$ cat src/rtl/gpr_file_pkg.sv
// Shared sizing constants for the register file, its scoreboard and the decoder.
package gpr_file_pkg;

    localparam int REG_LEN    = 32;
    localparam int NUM_REGS   = 32;
    localparam int REG_ADDR_W = 5;

endpackage

$ cat src/rtl/gpr_scoreboard.sv
// Pending-write scoreboard for long-latency (load) destinations.
// Raises stall when an issuing instruction reads a register whose load is still outstanding.
module gpr_scoreboard
    import gpr_file_pkg::*;
#(
    parameter int NUM_REGS = gpr_file_pkg::NUM_REGS,
    parameter int ADDR_W   = gpr_file_pkg::REG_ADDR_W
) (
    input  logic              clk,
    input  logic              rst_n,
    input  logic              rd_we,
    input  logic [ADDR_W-1:0] rd_addr,
    input  logic [ADDR_W-1:0] rs1_addr,
    input  logic [ADDR_W-1:0] rs2_addr,
    input  logic              rs1_en,
    input  logic              rs2_en,
    input  logic              issue_valid,
    input  logic              issue_long,
    input  logic [ADDR_W-1:0] issue_rd,
    output logic              stall,
    output logic [ADDR_W:0]   busy_cnt
);

    logic [NUM_REGS-1:0] busy, busy_nxt;
    logic [ADDR_W:0]     cnt_nxt;
    logic                haz1, haz2;

    // A register retiring this cycle is served by the bypass path, so it never stalls.
    assign haz1  = rs1_en && busy[rs1_addr] && (rs1_addr != '0) && !(rd_we && rd_addr == rs1_addr);
    assign haz2  = rs2_en && busy[rs2_addr] && (rs2_addr != '0) && !(rd_we && rd_addr == rs2_addr);
    assign stall = issue_valid && (haz1 || haz2);

    // Clear is applied before set so a new load to the retiring register stays pending.
    always_comb begin
        busy_nxt = busy;
        if (rd_we && rd_addr != '0)
            busy_nxt[rd_addr] = 1'b0;
        if (issue_valid && !stall && issue_long && issue_rd != '0)
            busy_nxt[issue_rd] = 1'b1;
        cnt_nxt = '0;
        for (int i = 0; i < NUM_REGS; i++)
            cnt_nxt = cnt_nxt + (ADDR_W+1)'(busy_nxt[i]);
    end

    always_ff @(posedge clk or negedge rst_n) begin
        if (!rst_n) begin
            busy     <= '0;
            busy_cnt <= '0;
        end else begin
            busy     <= busy_nxt;
            busy_cnt <= cnt_nxt;
        end
    end

endmodule

$ cat src/rtl/gpr_file.sv
// General-purpose register file: writeback sink, two bypassed combinational read
// ports, and a load scoreboard that produces the decode stall.
module gpr_file
    import gpr_file_pkg::*;
#(
    parameter int REG_LEN  = gpr_file_pkg::REG_LEN,
    parameter int NUM_REGS = gpr_file_pkg::NUM_REGS,
    parameter int ADDR_W   = gpr_file_pkg::REG_ADDR_W
) (
    input  logic               clk,
    input  logic               rst_n,
    input  logic               rd_we,
    input  logic [ADDR_W-1:0]  rd_addr,
    input  logic [REG_LEN-1:0] rd_d,
    input  logic [ADDR_W-1:0]  rs1_addr,
    input  logic [ADDR_W-1:0]  rs2_addr,
    input  logic               rs1_en,
    input  logic               rs2_en,
    output logic [REG_LEN-1:0] rs1_d,
    output logic [REG_LEN-1:0] rs2_d,
    input  logic               issue_valid,
    input  logic               issue_long,
    input  logic [ADDR_W-1:0]  issue_rd,
    output logic               stall,
    output logic [ADDR_W:0]    busy_cnt
);

    logic [REG_LEN-1:0] regs [NUM_REGS];

    always_ff @(posedge clk or negedge rst_n) begin
        if (!rst_n) begin
            for (int i = 0; i < NUM_REGS; i++)
                regs[i] <= '0;
        end else if (rd_we && rd_addr != '0) begin
            regs[rd_addr] <= rd_d;
        end
    end

    // x0 wins over bypass so a writeback aimed at x0 can never leak through.
    always_comb begin
        rs1_d = regs[rs1_addr];
        if (rs1_addr == '0)
            rs1_d = '0;
        else if (rd_we && rd_addr == rs1_addr)
            rs1_d = rd_d;

        rs2_d = regs[rs2_addr];
        if (rs2_addr == '0)
            rs2_d = '0;
        else if (rd_we && rd_addr == rs2_addr)
            rs2_d = rd_d;
    end

    gpr_scoreboard #(
        .NUM_REGS (NUM_REGS),
        .ADDR_W   (ADDR_W)
    ) u_sb (
        .clk         (clk),
        .rst_n       (rst_n),
        .rd_we       (rd_we),
        .rd_addr     (rd_addr),
        .rs1_addr    (rs1_addr),
        .rs2_addr    (rs2_addr),
        .rs1_en      (rs1_en),
        .rs2_en      (rs2_en),
        .issue_valid (issue_valid),
        .issue_long  (issue_long),
        .issue_rd    (issue_rd),
        .stall       (stall),
        .busy_cnt    (busy_cnt)
    );

endmodule

$ cat config.mk
export PLATFORM = sky130hd
export DESIGN_NAME = gpr_file
export DESIGN_NICKNAME = d
export VERILOG_FILES = /design/src/rtl/gpr_file_pkg.sv /design/src/rtl/gpr_scoreboard.sv /design/src/rtl/gpr_file.sv
export SDC_FILE = /design/constraint.sdc
export NUM_CORES = 2
export LEC_CHECK = 0
export BUFFER_PORTS_ARGS = -buffer_cell sky130_fd_sc_hd__buf_2
export CELL_PAD_IN_SITES_DETAIL_PLACEMENT = 1
export CELL_PAD_IN_SITES_GLOBAL_PLACEMENT = 1
export CORE_ASPECT_RATIO = 1.2
export CORE_MARGIN = 2
export CORE_UTILIZATION = 49
export DETAILED_ROUTE_END_ITERATION = 10
export GPL_ROUTABILITY_DRIVEN = 1
export PLACE_DENSITY = 0.89
export SLEW_MARGIN = 15
export SYNTH_ARGS = -nofsm -noshare
export SYNTH_HDL_FRONTEND = slang
export SYNTH_SLANG_ARGS = --single-unit
$ cat constraint.sdc
create_clock -name clk -period 6.54 [get_ports clk]
set_input_delay 1.308 -clock clk [delete_from_list [all_inputs] [get_ports clk]]
set_output_delay 1.308 -clock clk [all_outputs]
set_load 0.03 [all_outputs]
# After elaboration in Yosys (flattened, before gate mapping)
# Index checks and enable logic that the tools add are counted.
# classes
eq_ne	2
reduce_logical	26
mux	23
n_bitwise	6
n_lt_le_gt_ge	10
div	0
n_addsub	31
multipliers	0
shift	0
# ops
cell	count
$bwmux W1024	1
$mux W32	11
$bmux W32 S5	2
$add A6 B1 Y6	30
$demux W32 S5	1
$and A32 B32 Y32	1
$not A32 Y32	1
$or A32 B32 Y32	1
$lt A5 B6 Y1 const B	4
$reduce_bool A5 Y1	4
$ge A6 B6 Y1 const B	3
$not A5 Y6	3
$logic_and A1 B1 Y1	16
$bmux W1 S5	2
$demux W1 S5	2
$eq A5 B5 Y1	2
$ge A5 B1 Y1 const B	2
$logic_not A5 Y1	2
$lt A6 B1 Y1 const B	1
$mux W1	4
$logic_not A1 Y1	3
$add A1 B1 Y2	1
$logic_or A1 B1 Y1	1
# totals
mem_bits_rw	0
memories	0
regBits	1062
elab_cells	132
rom_bits	0
latchBits	0

# Depth between registers and ports, before layout
# depth
word_depth	43
depth_mapped	28
mapped_depth_nobuf	23

# Modules after synthesis
# From an unflattened synthesis, not the netlist that was laid out.
# unflattened
hier_cells	4203
area_unflattened_um2	58856.4
# by_module_without_submodules
mod	area_per_inst_um2	cells_per_inst	instances
gpr_file	55560.8	3868	1
gpr_scoreboard	3295.7	335	1

# Worst setup path after synthesis
# No wires, ideal clock.
# synth_path
path_type	input to register
from	input rs1_addr[0]
to	register u_sb.busy_cnt[4]
t_required_ns	6.460
n_path_buf	3
setup_slack_ns	-0.991
cell_stages	24
arrival_ns	7.451
path_cell_list	buf_6 > buf_6 > mux2i_1 > mux4_2 > a2111oi_4 > a22oi_4 > buf_6 > a32o_1 > ha_1 > fa_1 > inv_1 > fa_1 > fa_1 > fa_1 > inv_1 > fa_1 > fa_1 > inv_1 > fa_1 > inv_1 > fa_1 > a21o_1 > a21oi_1 > xnor2_1
# synth_between
elab_chain_len	43
elab_cells_between_ends	47
# synth_rtl
item	line_no	source
start: declaration	gpr_file.sv:15	input logic [ADDR_W-1:0] rs1_addr,
$bmux W1 S5	gpr_scoreboard.sv:29	assign haz1 = rs1_en && busy[rs1_addr] && (rs1_addr != '0) && !(rd_we && rd_addr == rs1_addr);
$mux W1 (implied by the code)	gpr_scoreboard.sv:29	
$logic_and A1 B1 Y1 (2 in series)	gpr_scoreboard.sv:29	
$logic_and A1 B1 Y1 (*)	gpr_scoreboard.sv:29	
$logic_or A1 B1 Y1 (*)	gpr_scoreboard.sv:31	assign stall = issue_valid && (haz1 || haz2);
$logic_and A1 B1 Y1 (*)	gpr_scoreboard.sv:31	
$logic_not A1 Y1 (*)	gpr_scoreboard.sv:38	if (issue_valid && !stall && issue_long && issue_rd != '0)
$logic_and A1 B1 Y1 (*) (3 in series)	gpr_scoreboard.sv:38	
$mux W32 (*)	gpr_scoreboard.sv:38	
net u_sb.busy_nxt[1]	gpr_scoreboard.sv:24	logic [NUM_REGS-1:0] busy, busy_nxt;
$add A1 B1 Y2 (*)	gpr_scoreboard.sv:42	cnt_nxt = cnt_nxt + (ADDR_W+1)'(busy_nxt[i]);
$add A6 B1 Y6 (*) (30 in series)	gpr_scoreboard.sv:42	
net u_sb.cnt_nxt[4]	gpr_scoreboard.sv:25	logic [ADDR_W:0] cnt_nxt;
end signal: assignment	gpr_scoreboard.sv:51	busy_cnt <= cnt_nxt;
end: declaration	gpr_scoreboard.sv:21	output logic [ADDR_W:0] busy_cnt
# The timed path passes the listed nets; every way through them passes the cells marked *. The select of a mux whose other input is x is not followed.
# A chain may end at the register's enable or synchronous reset.

# Worst setup path in the final report
# layout_path
from	input rs1_addr[0]
to	register u_sb.busy_cnt[4]
# layout_between
elab_chain_len	43
elab_cells_between_ends	47
# layout_rtl
item	line_no
$bmux W1 S5	gpr_scoreboard.sv:29
$mux W1 (implied by the code)	gpr_scoreboard.sv:29
$logic_and A1 B1 Y1 (2 in series)	gpr_scoreboard.sv:29
$logic_and A1 B1 Y1 (*)	gpr_scoreboard.sv:29
$logic_or A1 B1 Y1 (*)	gpr_scoreboard.sv:31
$logic_and A1 B1 Y1 (*)	gpr_scoreboard.sv:31
$logic_not A1 Y1 (*)	gpr_scoreboard.sv:38
$logic_and A1 B1 Y1 (*) (3 in series)	gpr_scoreboard.sv:38
$mux W32 (*)	gpr_scoreboard.sv:38
$add A1 B1 Y2	gpr_scoreboard.sv:42
$add A6 B1 Y6 (29 in series)	gpr_scoreboard.sv:42
$add A6 B1 Y6 (*)	gpr_scoreboard.sv:42
net u_sb.cnt_nxt[4]	gpr_scoreboard.sv:25
# Marked as above.

==> run metrics <==
status=complete, but fails checks; failing checks=setup timing; CP Max Fanout=11; CTS Root Cell=clkbuf_16; die height=381 µm; minimum clock period=7.01 ns; I/O pin count=130; IO Port Bufs=129; CP cell instances=buf_12 > buf_8 > mux4_2 > mux2i_2 > o211ai_1 > a22oi_4 > buf_4 > clkbuf_16 > a32oi_1 > fa_1 > fa_1 > fa_1 > fa_1 > inv_2 > fa_1 > fa_1 > inv_2 > fa_2 > inv_2 > fa_2 > a21o_1 > a21oi_2 > xnor2_1; # rows=138; Worst Min Path Start=regs[1003]$_DFFE_PN0P_; slowest stage delay, CP=0.60 ns; Max Buffers Root-to-Sink=3; Final Util=0.548; syn nets=3975; EDFF count, synth=0; die area=121000 µm²; DRC viols=0; half-perimeter wire length after placement=117000 µm; Crit path buffers/inverters=7; CP arrival=7.67 ns; worst slew pin tran=1.36 ns; share of flip-flops with an asynchronous set or reset=1.00; synthesized cell area=58000 µm²; Max-cap violations=0; worst path required time=7.20 ns; leak pwr=28.3 nW; largest delay contributor family on the critical path=adder cells; R2R Path Start=u_sb.busy[11]$_DFF_PN0_; ratio of cells with drive above 1 in the final layout=0.526; worst setup path class=in -> reg; Final Hold Fails=0; Critical Path Most Common Cell=fa_1; Power Dens Cells=340 nW/µm²; Max-slew headroom=0.0880; Fmax=0.143 GHz; clock skew=0.0142 ns; synth unique cells=51; first-pass GRT wire length=330000 µm; GRT overflow=0; Design Area, Final=64400 µm²; Final Max Slew Viols=0; Clock Sinks=1062; Vias/cell=7.56; post-DR wirelength/cell=41.1 µm; Detailed Routing Iterations Pass 1=5; Mapped Avg Cell Area=14.9 µm²; area grow syn2layout=11.1%; Non-Filler Instances=5519; r2r setup slk=-0.21 ns; Placement Cell Area=60500 µm²; final period utilization=1.07; GPL Wtd Cong=0.928; crit path launch type=input port; #FFs+latches synth=1062; R2R Path End=u_sb.busy_cnt[4]$_DFF_PN0_; worst setup margin=-0.468 ns; Die Wd=318 µm; sequential area share after synthesis=0.458; vias in the first global route=46200; Nets=3972; Overall Global Routing Usage=0.373; Clock Latency Late Sink=0.74 ns; Core ar.=118000 µm²; initial antenna violation count=19; Worst-path clk slew=0.07 ns; Peak VDD IR=0.000294 V; ys flop type=dfrtp_1; CTS tree=done; largest net degree at the start of global routing=184; r2r worst-path depth=21; endpoint type of the worst setup path=register; Post-Syn Instances=3884; Slowest cell on crit path=fa_1; DR iter-0 viols=5488; CTS H-tree lvls=3; setup TNS=-2.05 ns; Setup violations, final=6; RSZ-0062 raised after global routing=yes; Initial Util=0.493; Place WS=-1.16 ns; Hold EP=regs[1003]$_DFFE_PN0P_; Hold WC Path Type=reg -> reg; Hold Path Cell Cnt=0; WL final=227000 µm; Ys Warns=0; total number of vias=41700; hold buffers post-CTS=0; cts bufs inserted=107; Cells after DPL=5302; DRT antenna net count=0
-- stage by stage --
step,power [mW],hold slack [ns]
finish,21.9,0.400
global route,22.5,0.411
CTS,21.6,0.398
detailed placement,14.6,0.384
global placement,14.0,0.376
floorplan,12.6,0.441
-- cell usage after synthesis, types with 15 or more instances --
library cell | n | share of area
mux4_2 | 606 | 0.24
nand2_1 | 271 | 0.018
fa_1 | 24 | 0.0083
a32oi_1 | 15 | 0.0023
inv_1 | 34 | 0.0022
mux2i_1 | 125 | 0.022
buf_2 | 81 | 0.0070
o21ai_1 | 39 | 0.0034
dfrtp_1 | 1062 | 0.46
a21oi_1 | 24 | 0.0021
mux2_2 | 931 | 0.18
clkbuf_1 | 281 | 0.018
buf_1 | 42 | 0.0027
buf_4 | 23 | 0.0030
a211oi_1 | 30 | 0.0039
o21ai_0 | 20 | 0.0017
a32o_1 | 22 | 0.0038
nor3_1 | 25 | 0.0022
nor2_1 | 73 | 0.0047
nor2b_1 | 20 | 0.0022
o22ai_1 | 29 | 0.0031
-- sequential cells by signal (all words and copies together), names as in the netlist --
| register | cells |
|---|---|
| regs | 1024 |
| u_sb.busy | 32 |
| u_sb.busy_cnt | 6 |
-- cells by family after synthesis --
kind of cell | synth area share
multiplexers | 0.438
flip-flops | 0.458
buffers and inverters | 0.0343
AND/OR/NAND/NOR | 0.0329
AO/OA/AOI/OAI | 0.0244
adder cells (fa/ha/maj) | 0.0100
XOR/XNOR | 0.00196
-- where the power goes --
part	total, mW	switching, mW	internal [mW]
logic	6.14	2.99	3.15
registers	9.16	1.32	7.83
clock network	6.61	2.90	3.71
total	21.9	7.21	14.7
-- routing by layer --
layer | vias up | routed length [µm] | global-route usage
met1 | 22000 | 74900 | 0.437
met5 | - | 106 | 0
met3 | 1329 | 24200 | 0.106
met4 | 16 | 21300 | 0.302
met2 | 3593 | 106000 | 0.577
li1 | 14800 | - | -
-- layout by cell type, fill, tap and decap left out, types with 7 or more instances in the layout --
cell type,n
a211oi_1,29
a21oi_1,22
a22o_1,7
a32o_1,20
a32oi_1,15
and3_1,10
buf_12,16
buf_2,118
buf_4,176
bufinv_16,9
clkbuf_1,29
clkbuf_16,112
clkbuf_8,23
clkinv_2,18
dfrtp_1,1062
diode_2,10
fa_1,21
ha_1,7
inv_1,29
mux2_2,931
mux2i_1,124
mux4_2,606
nand2_1,254
nand2_4,15
nor2_1,56
nor2_4,16
nor2b_1,19
nor3_1,25
nor3b_1,8
o21ai_0,18
o21ai_1,40
o22ai_1,29
xnor2_1,7
-- worst max-delay path by stage --
stage	startpoint	end	slack (ns)	cells past startpoint
2_1_floorplan	rs1_addr[0]	u_sb.busy_cnt[4]$_DFF_PN0_	-0.87	24
3_3_place_gp	rs1_addr[0]	u_sb.busy_cnt[4]$_DFF_PN0_	-0.84	23
3_5_place_dp	rs1_addr[0]	u_sb.busy_cnt[4]$_DFF_PN0_	-1.16	24
4_1_cts	rs1_addr[0]	u_sb.busy_cnt[4]$_DFF_PN0_	-0.43	24
5_1_grt	rs2_addr[1]	u_sb.busy_cnt[4]$_DFF_PN0_	-0.61	22
6_report	rs1_addr[0]	u_sb.busy_cnt[4]$_DFF_PN0_	-0.47	23
-- final cells by class --
| class | instances | area [µm²] |
|---|---|---|
| antenna | 10 | 25.0 |
| inverter | 34 | 128 |
| clock inverter | 35 | 452 |
| sequential | 1062 | 26600 |
| tap | 1540 | 1930 |
| fill | 10700 | 53200 |
| multi-input combinational | 2355 | 29700 |
| clock buffer | 162 | 3180 |
| timing repair buffer | 321 | 2420 |
-- what timing repair did --
item / in CTS / in global routing
resized for setup: 12 / 13
setup buffers: 1 / 6
setup endpoints to repair: 13 / 11
gates cloned: 0 / 2
pin swaps: 4 / 8
endpoints found under the hold margin: 0 / 0
(Power assumes the default switching activity.)
